[src/rtl/line_seq_pkg.sv]
// Shared definitions for the Wild Cube obstacle-line sequencer: state encoding,
// lives preset and the frame-counter width helper.
package line_seq_pkg;

  typedef enum logic [2:0] {
    ST_IDLE    = 3'd0,
    ST_LOAD    = 3'd1,
    ST_STAGGER = 3'd2,
    ST_RUN     = 3'd3,
    ST_HIT     = 3'd4,
    ST_OVER    = 3'd5
  } state_e;

  localparam logic [1:0] LIVES_INIT  = 2'd3;
  // Line blocks clock their gap counters on frame, so load is held for two ticks.
  localparam int         LOAD_FRAMES = 2;

  function automatic int cnt_width(input int a, input int b);
    int m;
    m = (a > b) ? a : b;
    return $clog2(m) + 1;
  endfunction

endpackage

[src/rtl/line_sequencer_frame_tick_counter.sv]
// Counts frame ticks up to a terminal value; done pulses on the tick that
// reaches it and the count restarts from zero.
module frame_tick_counter #(
  parameter int W = 8
) (
  input  logic         clk,
  input  logic         rst_n,
  input  logic         tick,
  input  logic         clr,
  input  logic [W-1:0] term,
  output logic         done
);

  logic [W-1:0] count_q, count_d;

  // A clear wins over a coincident tick: that tick is not counted.
  always_comb begin
    done    = tick && !clr && (count_q + W'(1) == term);
    count_d = count_q;
    if (clr || done) begin
      count_d = '0;
    end else if (tick) begin
      count_d = count_q + W'(1);
    end
  end

  always_ff @(posedge clk or negedge rst_n) begin
    if (!rst_n) begin
      count_q <= '0;
    end else begin
      count_q <= count_d;
    end
  end

endmodule

[src/rtl/line_sequencer.sv]
// Game-level controller: loads, staggers, freezes and flashes the obstacle
// lines on frame ticks and tracks lives from the collision flag.
module line_sequencer
  import line_seq_pkg::*;
#(
  parameter int NUM_LINES      = 4,
  parameter int STAGGER_FRAMES = 30,
  parameter int HIT_FRAMES     = 120,
  parameter int FLASH_FRAMES   = 8
) (
  input  logic                 clk,
  input  logic                 reset,
  input  logic                 frame,
  input  logic                 btn_start,
  input  logic                 collision,
  output logic                 load_counter,
  output logic [NUM_LINES-1:0] start_machine,
  output logic                 move_en,
  output logic                 flash,
  output logic [1:0]           lives,
  output logic [2:0]           state
);

  localparam int CW    = cnt_width(HIT_FRAMES, STAGGER_FRAMES);
  localparam int IDX_W = (NUM_LINES > 1) ? $clog2(NUM_LINES) : 1;

  state_e               state_q, state_d;
  state_e               ret_q, ret_d;
  logic                 load_q, load_d;
  logic [NUM_LINES-1:0] sm_q, sm_d;
  logic                 move_q, move_d;
  logic                 flash_q, flash_d;
  logic [1:0]           lives_q, lives_d;
  logic [IDX_W-1:0]     idx_q, idx_d;
  logic [IDX_W-1:0]     idx_next;
  logic                 btn_prev_q;

  logic                 start_evt;
  logic                 hit_evt;
  logic                 tc_clr, tc_done;
  logic [CW-1:0]        tc_term;
  logic                 fc_done;

  assign start_evt = btn_start & ~btn_prev_q;
  assign hit_evt   = frame & collision & ((state_q == ST_STAGGER) || (state_q == ST_RUN));
  assign tc_clr    = hit_evt | (start_evt & ((state_q == ST_IDLE) || (state_q == ST_OVER)));

  always_comb begin
    case (state_q)
      ST_LOAD:    tc_term = CW'(LOAD_FRAMES);
      ST_STAGGER: tc_term = CW'(STAGGER_FRAMES);
      default:    tc_term = CW'(HIT_FRAMES);
    endcase
  end

  frame_tick_counter #(.W(CW)) u_timer (
    .clk   (clk),
    .rst_n (reset),
    .tick  (frame),
    .clr   (tc_clr),
    .term  (tc_term),
    .done  (tc_done)
  );

  // Flash phase restarts on every hit so toggles land at 8, 16, 24... ticks.
  frame_tick_counter #(.W(CW)) u_flash (
    .clk   (clk),
    .rst_n (reset),
    .tick  (frame),
    .clr   (hit_evt),
    .term  (CW'(FLASH_FRAMES)),
    .done  (fc_done)
  );

  always_comb begin
    state_d  = state_q;
    ret_d    = ret_q;
    load_d   = load_q;
    sm_d     = sm_q;
    move_d   = move_q;
    flash_d  = flash_q;
    lives_d  = lives_q;
    idx_d    = idx_q;
    idx_next = idx_q + IDX_W'(1);
    case (state_q)
      ST_IDLE: begin
        load_d  = 1'b1;
        move_d  = 1'b0;
        flash_d = 1'b1;
        if (start_evt) state_d = ST_LOAD;
      end
      ST_LOAD: begin
        if (tc_done) begin
          load_d   = 1'b0;
          move_d   = 1'b1;
          idx_d    = '0;
          sm_d[0]  = 1'b1;
          state_d  = (NUM_LINES == 1) ? ST_RUN : ST_STAGGER;
        end
      end
      ST_STAGGER, ST_RUN: begin
        if (hit_evt) begin
          state_d = ST_HIT;
          ret_d   = state_q;
          lives_d = (lives_q == 2'd0) ? 2'd0 : lives_q - 2'd1;
          move_d  = 1'b0;
          flash_d = 1'b0;
        end else if ((state_q == ST_STAGGER) && tc_done) begin
          idx_d          = idx_next;
          sm_d[idx_next] = 1'b1;
          if (idx_next == IDX_W'(NUM_LINES - 1)) state_d = ST_RUN;
        end
      end
      ST_HIT: begin
        if (fc_done) flash_d = ~flash_q;
        if (tc_done) begin
          if (lives_q == 2'd0) begin
            state_d = ST_OVER;
          end else begin
            state_d = ret_q;
            move_d  = 1'b1;
            flash_d = 1'b1;
          end
        end
      end
      ST_OVER: begin
        move_d = 1'b0;
        if (fc_done) flash_d = ~flash_q;
        if (start_evt) begin
          state_d = ST_IDLE;
          lives_d = LIVES_INIT;
          sm_d    = '0;
          load_d  = 1'b1;
          flash_d = 1'b1;
          idx_d   = '0;
        end
      end
      default: state_d = ST_IDLE;
    endcase
  end

  always_ff @(posedge clk or negedge reset) begin
    if (!reset) begin
      state_q    <= ST_IDLE;
      ret_q      <= ST_IDLE;
      load_q     <= 1'b1;
      sm_q       <= '0;
      move_q     <= 1'b0;
      flash_q    <= 1'b1;
      lives_q    <= LIVES_INIT;
      idx_q      <= '0;
      btn_prev_q <= 1'b0;
    end else begin
      state_q    <= state_d;
      ret_q      <= ret_d;
      load_q     <= load_d;
      sm_q       <= sm_d;
      move_q     <= move_d;
      flash_q    <= flash_d;
      lives_q    <= lives_d;
      idx_q      <= idx_d;
      btn_prev_q <= btn_start;
    end
  end

  assign load_counter  = load_q;
  assign start_machine = sm_q;
  assign move_en       = move_q;
  assign flash         = flash_q;
  assign lives         = lives_q;
  assign state         = state_q;

endmodule
[config.mk]
export PLATFORM = sky130hd
export DESIGN_NAME = line_sequencer
export DESIGN_NICKNAME = d
export VERILOG_FILES = /design/src/rtl/line_seq_pkg.sv /design/src/rtl/line_sequencer_frame_tick_counter.sv /design/src/rtl/line_sequencer.sv
export SDC_FILE = /design/constraint.sdc
export NUM_CORES = 1
export LEC_CHECK = 0
export ABC_CLOCK_PERIOD_IN_PS = 2420
export CAP_MARGIN = 25
export CELL_PAD_IN_SITES_DETAIL_PLACEMENT = 1
export CELL_PAD_IN_SITES_GLOBAL_PLACEMENT = 1
export CORE_MARGIN = 4
export CORE_UTILIZATION = 40
export DETAILED_ROUTE_END_ITERATION = 7
export PLACE_DENSITY_LB_ADDON = 0.25
export REMOVE_ABC_BUFFERS = 1
export SYNTH_ARGS = -nofsm -noshare
export SYNTH_HDL_FRONTEND = slang
export SYNTH_SLANG_ARGS = --single-unit
[constraint.sdc]
create_clock -name clk -period 2.42 [get_ports clk]
set_input_delay 0.726 -clock clk [delete_from_list [all_inputs] [get_ports clk]]
set_output_delay 0.726 -clock clk [all_outputs]
set_load 0.005 [all_outputs]
* After elaboration in Yosys (flattened, before gate mapping)
Cells that the tools add are included.
** Cells by class
- Bitwise gates (word level) :: 8
- Add/subtract/negate cells :: 4
- Reductions and logical operators :: 31
- Mux-type cells :: 43
- $lt $le $gt $ge :: 2
- Equality and inequality tests :: 18
** Operators by type and width (number)
- 8-bit two-way mux :: 4
- 3-bit two-way mux :: 8
- 8-bit by 1-bit adder with 8-bit output, second input constant :: 2
- 2-bit inequality test, second input constant :: 8
- 3-bit one-hot mux with 5 select lines :: 1
- 2-bit two-way mux :: 7
- 7-bit one-hot mux with 2 select lines :: 1
- 4-bit two-way mux :: 3
- 1-bit two-way mux :: 11
- 5-bit AND reduction :: 2
- 8-bit by 4-bit equality test with 1-bit output, second input constant :: 1
- 8-bit by 7-bit equality test with 1-bit output :: 1
- 1-bit one-hot mux with 4 select lines :: 2
- 4-bit nonzero test :: 2
- 3-bit by 2-bit equality test with 1-bit output, second input constant :: 2
- 3-bit equality test, second input constant :: 2
- 1-bit logical AND :: 6
- 3-bit inequality test, second input constant :: 2
- 1-bit one-hot mux with 3 select lines :: 2
- 2-bit one-hot mux with 3 select lines :: 1
- 3-bit one-hot mux with 2 select lines :: 1
- 3-bit AND reduction :: 2
- 6-bit AND reduction :: 1
- 2-bit nonzero test :: 3
- other kinds (20) :: 31
** Storage, ports and cells
- Bits in registers :: 34
- Word-level logic and storage cells :: 118
- Output and inout port bits :: 12
- Bits of input ports :: 5

* Depth between registers and ports, before layout
Gate-level depths: netlist of run 1.
- Word-level depth :: 11
- Gate-level depth with buffers :: 9
- Mapped depth without buffers :: 8

* By module
From an unflattened synthesis of run 1, not the netlist that was laid out.
** Unflattened totals
- Cells, all modules :: 244
- Area total of the unflattened synthesis :: 2270.9 µm²
** Modules (own cells, without submodules)
- frame_tick_counter :: seq. area each 200.2 µm², cells each 69, area each 641.9 µm², times used 2
- line_sequencer :: seq. area each 455.4 µm², cells each 106, area each 987.2 µm², times used 1

* Worst setup path before layout of run 1
OpenSTA, ideal clock, no wires.
- Kind :: input to register
- Start point :: input port frame
- End point :: register idx_q[0]
- Buffers on the path :: 2
- Path slack :: -0.228 ns
- Data arrival time :: 2.580 ns
- Data required time :: 2.351 ns
- Setup time :: 0.069 ns
- Stages :: 8
- Cells stage by stage :: clkbuf_1 -> o311ai_0 -> a21oi_1 -> nand4_1 -> or4b_1 -> buf_2 -> or4_1 -> nand3_1
** On the way
- Word-level cells in the longest chain between the ends :: 9
- Elaborated cells between the ends (all ways) :: 11
- Those cells by class :: 3 x eq/ne; 3 x bitwise; 5 x reduce/logical
** Ends and longest elaborated chain
- start: declaration :: line line_sequencer.sv:13 : input logic frame,
- 1-bit AND (2 in a row) :: line line_sequencer.sv:45 : assign hit_evt = frame & collision & ((state_q == ST_STAGGER) || (state_q == ST_RUN));
- 1-bit bitwise OR :: line line_sequencer.sv:46 : assign tc_clr = hit_evt | (start_evt & ((state_q == ST_IDLE) || (state_q == ST_OVER)));
- 1-bit zero test :: line line_sequencer_frame_tick_counter.sv:18 : done = tick && !clr && (count_q + W'(1) == term);
- 1-bit logical AND (2 in a row) :: line line_sequencer_frame_tick_counter.sv:18
- 1-bit logical AND :: line line_sequencer.sv:108 : end else if ((state_q == ST_STAGGER) && tc_done) begin
- 2-bit inequality test (no line)
- 5-bit AND reduction (no line) *
- end signal: assignment :: line line_sequencer.sv:161 : idx_q <= idx_d;
- end: declaration :: line line_sequencer.sv:34 : logic [IDX_W-1:0] idx_q, idx_d;
Every way passes the cells marked *; elsewhere a longest branch is shown, timed or not.
A chain may end at the register's enable or synchronous reset.

* Worst setup path in the final report of run 1
- Start point :: register state_q[2] (netlist: state[2])
- End point :: register idx_q[0]
** On the way
- Word-level cells in the longest chain between the ends :: 10
- Elaborated cells between the ends (all ways) :: 24
- Those cells by class :: 9 x eq/ne; 2 x mux; 3 x bitwise; 10 x reduce/logical
** Ends and longest elaborated chain
- start: declaration :: line line_sequencer.sv:27 : state_e state_q, state_d;
- start signal: assignment :: line line_sequencer.sv:154 : state_q <= state_d;
- parallel branches: the longest is 10 deep, another holds 8-bit by 7-bit equality test with 1-bit output
Several ways; the timed one is not identified.

==> metrics.csv, run 1 <==
metric,value,unit
Hold Path Class,flip-flop to flip-flop,
"Warnings, synthesis",0,
CP cell instances,nand2b_1 -> o311ai_0 -> a21oi_1 -> nand4_1 -> or4b_4 -> buf_8 -> a31oi_1 -> nand3_1,
H-tree depth,2,
vias,1987,
Clock transition at path regs,70,ps
Tmin final,2520,ps
asr flop ratio synth,1.00,
first-pass GRT wire length,10400,um
pre-CTS setup slack,-742,ps
Final period util,1.04,
GRT overflow,0,
layout cell share with drive strength beyond 1,0.232,
Rel. slew slack,0.623,
initial DRC count,169,
Crit Path Class,flip-flop to flip-flop,
post-DP HPWL,4450,um
Leak,1.19,nW
Area growth syn-to-layout,30.1,%
largest area contributor in the synthesized netlist,dfrtp_1,
Post-synth EDFFs,0,
max_cap viols,0,
top cell type's share of synthesized area,0.355,
RSZ-0062 raised after global routing,yes,
Routed Antenna Nets,0,
CTS max path bufs,2,
total power,2.92,mW
worst setup margin,-100,ps
# fillers,617,
CTS tree,built,
core footprint,5110,um2
synthesized flop and latch total,34,
critical path startpoint category,flip-flop,
row count,26,
worst endpoint data arrival time,2690,ps
total CTS buffers,5,
die area,6510,um2
Final Skew,3.10,ps
Chip Width,80.7,um
DRC violations left,0,
Finish-stage setup viols,3,
vias per inst,5.53,
initial antenna violation count,0,
I/O pin total,17,
GP Congestion,0.789,
sequential share of the synthesized area,0.405,
die height,80.7,um
Starting Density,0.414,
gr usage total,0.209,
CTS sink count,34,
clk root buf,clkbuf_8,
vias in the first global route,2137,
pin count of the biggest net entering global routing,35,
Port Buffers,16,
Worst Tran Pin Value,558,ps
Max VDD drop,0.000430,V
Nets,301,
Post-CTS Hold Buffers,0,
TritonRoute pass-1 iters,4,
diodes inserted,0,
"CP delay by family, top",simple AND/OR/NAND/NOR gates,
required time worst endpoint,2590,ps
hold_ws,491,ps
setup total negative slack,-185,ps
FMAX,0.397,GHz
clk_lat worst skew,290,ps
status,"finished, violations left",
Detailed Route WL,6430,um
"Hold Vio Cnt, Final",0,
power per cell area,1060,nW/um2
fin. max-slew vios,0,
Area contributors post-synth,"dfrtp_1 36%, dfstp_2 5.0%, nor2_1 4.3%",
wire per inst,17.9,um
max incr delay on CP,590,ps
CP Capture Type,flip-flop,
Synth Area per Inst,8.70,um2
Main synth FF type,dfrtp_1,
Cell variety after synth,49,
post-synthesis cell count,243,
failing checks,setup timing,
crit-path max FO,8,
Post-Syn Area,2110,um2
Slowest cell on crit path,or4b_4,
WP buf/inv,1,
[metal layers]
| layer | wire length, um | vias up | global-route usage |
|---|---|---|---|
| met5 | 0 | - | 0 |
| met4 | 184 | 0 | 0.0693 |
| met3 | 149 | 18 | 0.0336 |
| met2 | 3260 | 30 | 0.366 |
| met1 | 2840 | 982 | 0.260 |
| li1 | - | 957 | - |
[placed cells by master, fill, tap and decap left out, types with 4 or more instances in the layout]
master / instances
dfrtp_1: 29
buf_4: 36
ha_1: 6
nand2b_1: 4
nor2_1: 23
dfstp_2: 4
xor2_1: 9
xnor2_1: 8
a31oi_1: 4
nand3_1: 12
nand4_1: 8
inv_1: 10
o211ai_1: 4
a21oi_1: 7
clkdlybuf4s50_1: 13
clkbuf_8: 5
nor3_1: 7
o21ai_0: 16
nand2_1: 21
[synth_stat cells (4+ instances only)]
| cell | count |
|---|---|
| nand2_1 | 21 |
| nand3_1 | 13 |
| nor2_1 | 24 |
| ha_1 | 7 |
| nand4_1 | 8 |
| dfrtp_1 | 30 |
| nor3_1 | 10 |
| clkbuf_1 | 7 |
| o211ai_1 | 4 |
| buf_2 | 4 |
| a21oi_1 | 10 |
| xnor2_1 | 9 |
| dfstp_2 | 4 |
| nand2b_1 | 4 |
| inv_1 | 10 |
| xor2_1 | 9 |
| o21ai_0 | 17 |
| a31oi_1 | 4 |
[stage by stage]
stage | area, um2 | utilization | instances
2_1_floorplan | 2040 | - | 229
3_3_place_gp | 2550 | 0.499 | 349
3_5_place_dp | 2550 | 0.499 | 349
4_1_cts | 2700 | 0.528 | 358
5_1_grt | 2750 | 0.538 | 359
6_report | 2750 | 0.538 | 359
[power by group]
group | total, mW | leakage, nW | internal, mW | switching [mW]
registers | 0.955 | 0.416 | 0.751 | 0.204
logic | 1.56 | 0.734 | 0.712 | 0.845
clock network | 0.408 | 0.0383 | 0.198 | 0.210
[cell type report]
class / count / area (um2) / area share
multi-input combinational: 185 / 1250 / 0.454
tap: 70 / 87.6 / 0.0319
inverter: 10 / 37.5 / 0.0137
sequential: 34 / 857 / 0.312
timing repair buffer: 53 / 443 / 0.161
clock buffer: 7 / 76.3 / 0.0278
[worst register-to-register path, delay by kind of cell, from the launching register on]
kind / cells / cell delay [ps]
compound gates: 3 / 620
flops: 1 / 520
buf+inv: 1 / 160
simple gates: 4 / 1110
[state kept, by name, summed over array words and instances, names as in the netlist]
signal and cells:
btn_prev_q 1, u_flash.count_q 8, ret_q 3, load_counter 1, lives 2, start_machine 4, idx_q 2, state 3
flash 1, move_en 1, u_timer.count_q 8
[path summary, 6_finish.rpt]
| kind | from | endpoint | slack (ps) | depth (start not counted) |
|---|---|---|---|---|
| hold reg to reg | lives[1] | lives[1] | 490 | 2 |
| setup reg to reg | state[2] | idx_q[0] | -100 | 8 |
| setup / recovery | state[2] | idx_q[0] | -100 | 8 |
| min in group asynchronous | reset | u_flash.count_q[4] | 850 | 2 |
| hold / removal | lives[1] | lives[1] | 490 | 2 |
| max in group asynchronous | reset | load_counter | 1220 | 2 |
[kinds of logic after synthesis]
logic type	after synthesis	share of synthesized area
xor gates and xnor gates	18	0.0746
AOI/OAI and AO/OA	55	0.166
adders and majority gates	7	0.0414
muxes	4	0.0195
and+or+nand+nor	101	0.243
buffers and inverters	24	0.0503
DFF	34	0.405
[repair_timing]
action                                 CTS  global route
setup endpoints to repair               20            20
pin swaps                                9             8
endpoints found under the hold margin    0             0
buffers inserted                         2             1
resized for setup                       17            13
No activity file was read; power rests on OpenSTA's default activity.
==> run 2, diff against run 1 <==
GPL_ROUTABILITY_DRIVEN = 0   (was unset)
RECOVER_POWER = 100   (was unset)
SETUP_SLACK_MARGIN = 0.3   (was unset)
==> run 2 against run 1 <==
  * The flow still finishes with violations (setup timing)
  * Flip-flop and latch count is the same
  * Sequential share of layout area shrank 1.8 points
  * Sequential power grew 0.4%
  * First-iteration DRC count shrank 46%
  * Core utilization grew 3.4 points
  * Non-clock buffer count grew 10
  * Critical path depth grew 3
  * Wire length shrank 0.31%
  * Combinational power grew 9.6%
  * Die area is the same
==> metrics.csv, run 2 (same netlist as run 1, synthesis figures left out) <==
metric,value,unit,change
Finish-stage setup viols,2,,-1
Slowest cell on crit path,or4_4,,
diodes inserted,0,,unchanged
I/O pin total,17,,unchanged
H-tree depth,2,,unchanged
Chip Width,80.7,um,unchanged
FMAX,0.400,GHz,+0.90%
most common library cell in the layout ignoring fill and taps,buf_4,,
Worst Tran Pin Value,864,ps,+307 ps
max_cap viols,0,,unchanged
first-pass GRT wire length,10800,um,+3.5%
Starting Density,0.414,,unchanged
# fillers,606,,-1.8%
failing checks,setup timing,,
required time worst endpoint,2620,ps,+30 ps
row count,26,,unchanged
initial DRC count,91,,-46%
Post-CTS Hold Buffers,0,,unchanged
Crit Path Class,flip-flop to flip-flop,,
Final period util,1.03,,-0.00926
"CP delay by family, top",simple AND/OR/NAND/NOR gates,,
CP Capture Type,flip-flop,,
setup total negative slack,-93.8,ps,+90.7 ps
CTS sink count,34,,unchanged
core footprint,5110,um2,unchanged
Rel. slew slack,0.424,,-0.200
pre-CTS setup slack,-742,ps,unchanged
power per cell area,1050,nW/um2,-0.75%
vias per inst,5.51,,-0.41%
Leak,1.24,nW,+4.3%
Detailed Route WL,6410,um,-0.31%
most frequent cells in the layout,"37 x buf_4, 28 x dfrtp_1, 20 x nand2_1",,
clk root buf,clkbuf_8,,
Layout Cells excl Fill,369,,+2.8%
dpl cell area,2550,um2,unchanged
CP cell instances,ha_4 -> buf_4 -> buf_6 -> nand3_4 -> xnor2_2 -> mux2_4 -> nand4_1 -> buf_4 -> or4_4 -> and2_4 -> a211oi_2,,
Area growth syn-to-layout,38.2,%,
critical path startpoint category,flip-flop,,
Final Skew,8.03,ps,+4.92 ps
Tmin final,2500,ps,-22.4 ps
Crit path top cell by count,buf_4,,
Inst Count DP,349,,unchanged
final instance area,2920,um2,+6.3%
max incr delay on CP,530,ps,-60 ps
worst setup margin,-77.9,ps,+22.4 ps
Clock transition at path regs,70,ps,about the same
GRT overflow,0,,unchanged
Max VDD drop,0.000452,V,+5.2%
TritonRoute pass-1 iters,4,,unchanged
CTS tree,built,,
RSZ-0062 raised after global routing,yes,,
layout cell share with drive strength beyond 1,0.314,,+0.0825
clk_lat worst skew,300,ps,about the same
initial antenna violation count,0,,unchanged
Hold Path Class,flip-flop to flip-flop,,
total CTS buffers,5,,unchanged
WP buf/inv,3,,+2
Port Buffers,16,,unchanged
vias in the first global route,2184,,+2.2%
vias,2034,,+2.4%
die area,6510,um2,unchanged
gr usage total,0.218,,+0.00873
fin. max-slew vios,0,,unchanged
wire per inst,17.4,um,-3.0%
status,"finished, violations left",,
CTS max path bufs,2,,unchanged
die height,80.7,um,unchanged
"Hold Vio Cnt, Final",0,,unchanged
worst endpoint data arrival time,2700,ps,about the same
post-DP HPWL,4450,um,unchanged
DRC violations left,0,,unchanged
crit-path max FO,2,,-6
Routed Antenna Nets,0,,unchanged
pin count of the biggest net entering global routing,35,,unchanged
Nets,311,,+3.3%
==> run 2: cell count changes in the layout (fill, tap and decap cells not counted), sizes merged <==
cell	before	now
clkdlybuf4s50	13	4
dlygate4sd2	0	1
clkdlybuf4s15	1	2
dlymetal6s2s	1	2
buf	37	42
dlygate4sd3	0	7
clkbuf	8	12
==> run 2: path summary, 6_finish.rpt <==
path	start	endpoint	slack, ps	cells after the start
worst max-delay path	u_timer.count_q[1]	state[0]	-80	11
worst max register to register	u_timer.count_q[1]	state[0]	-80	11
worst min register to register	start_machine[0]	start_machine[0]	480	1
max in group asynchronous	reset	u_timer.count_q[2]	740	2
worst min-delay path	start_machine[0]	start_machine[0]	480	1
min in group asynchronous	reset	u_flash.count_q[4]	1080	2
==> run 2: layout make-up <==
cell class,instances,area [um2],share of cell area
inverter,10,37.5,0.0128
timing repair buffer,63,526,0.180
sequential,34,858,0.294
clock buffer,7,76.3,0.0261
tap,70,87.6,0.0300
multi-input combinational,185,1340,0.457
==> run 2: timing repair <==
| item | in CTS | in global routing |
|---|---|---|
| pin swaps | 24 | 5 |
| gates resized for setup | 42 | 22 |
| endpoints found under the setup margin | 26 | 30 |
| buffers inserted | 6 | 7 |
==> run 2: power breakdown <==
group	leakage [nW]	internal (mW)	switching (mW)
clock	0.0383	0.198	0.209
sequential	0.413	0.752	0.207
combinational	0.788	0.800	0.913
total	1.24	1.75	1.33
==> run 2: routing by layer <==
| metal | up-vias | wire [um] | part of all wire | GRT usage |
|---|---|---|---|---|
| met5 | - | 0 | 0 | 0 |
| met4 | 0 | 115 | 0.018 | 0.0726 |
| met3 | 13 | 240 | 0.037 | 0.0527 |
| met2 | 38 | 3240 | 0.50 | 0.376 |
| met1 | 1009 | 2820 | 0.44 | 0.264 |
| li1 | 974 | - | - | - |
==> run 2: per-stage QoR <==
stage	hold slack, ps	power, mW	utilization
3_5_place_dp	487	2.34	0.499
3_3_place_gp	467	2.26	0.499
6_report	478	3.08	0.572
5_1_grt	512	3.30	0.572
2_1_floorplan	430	1.68	-
4_1_cts	489	2.95	0.551
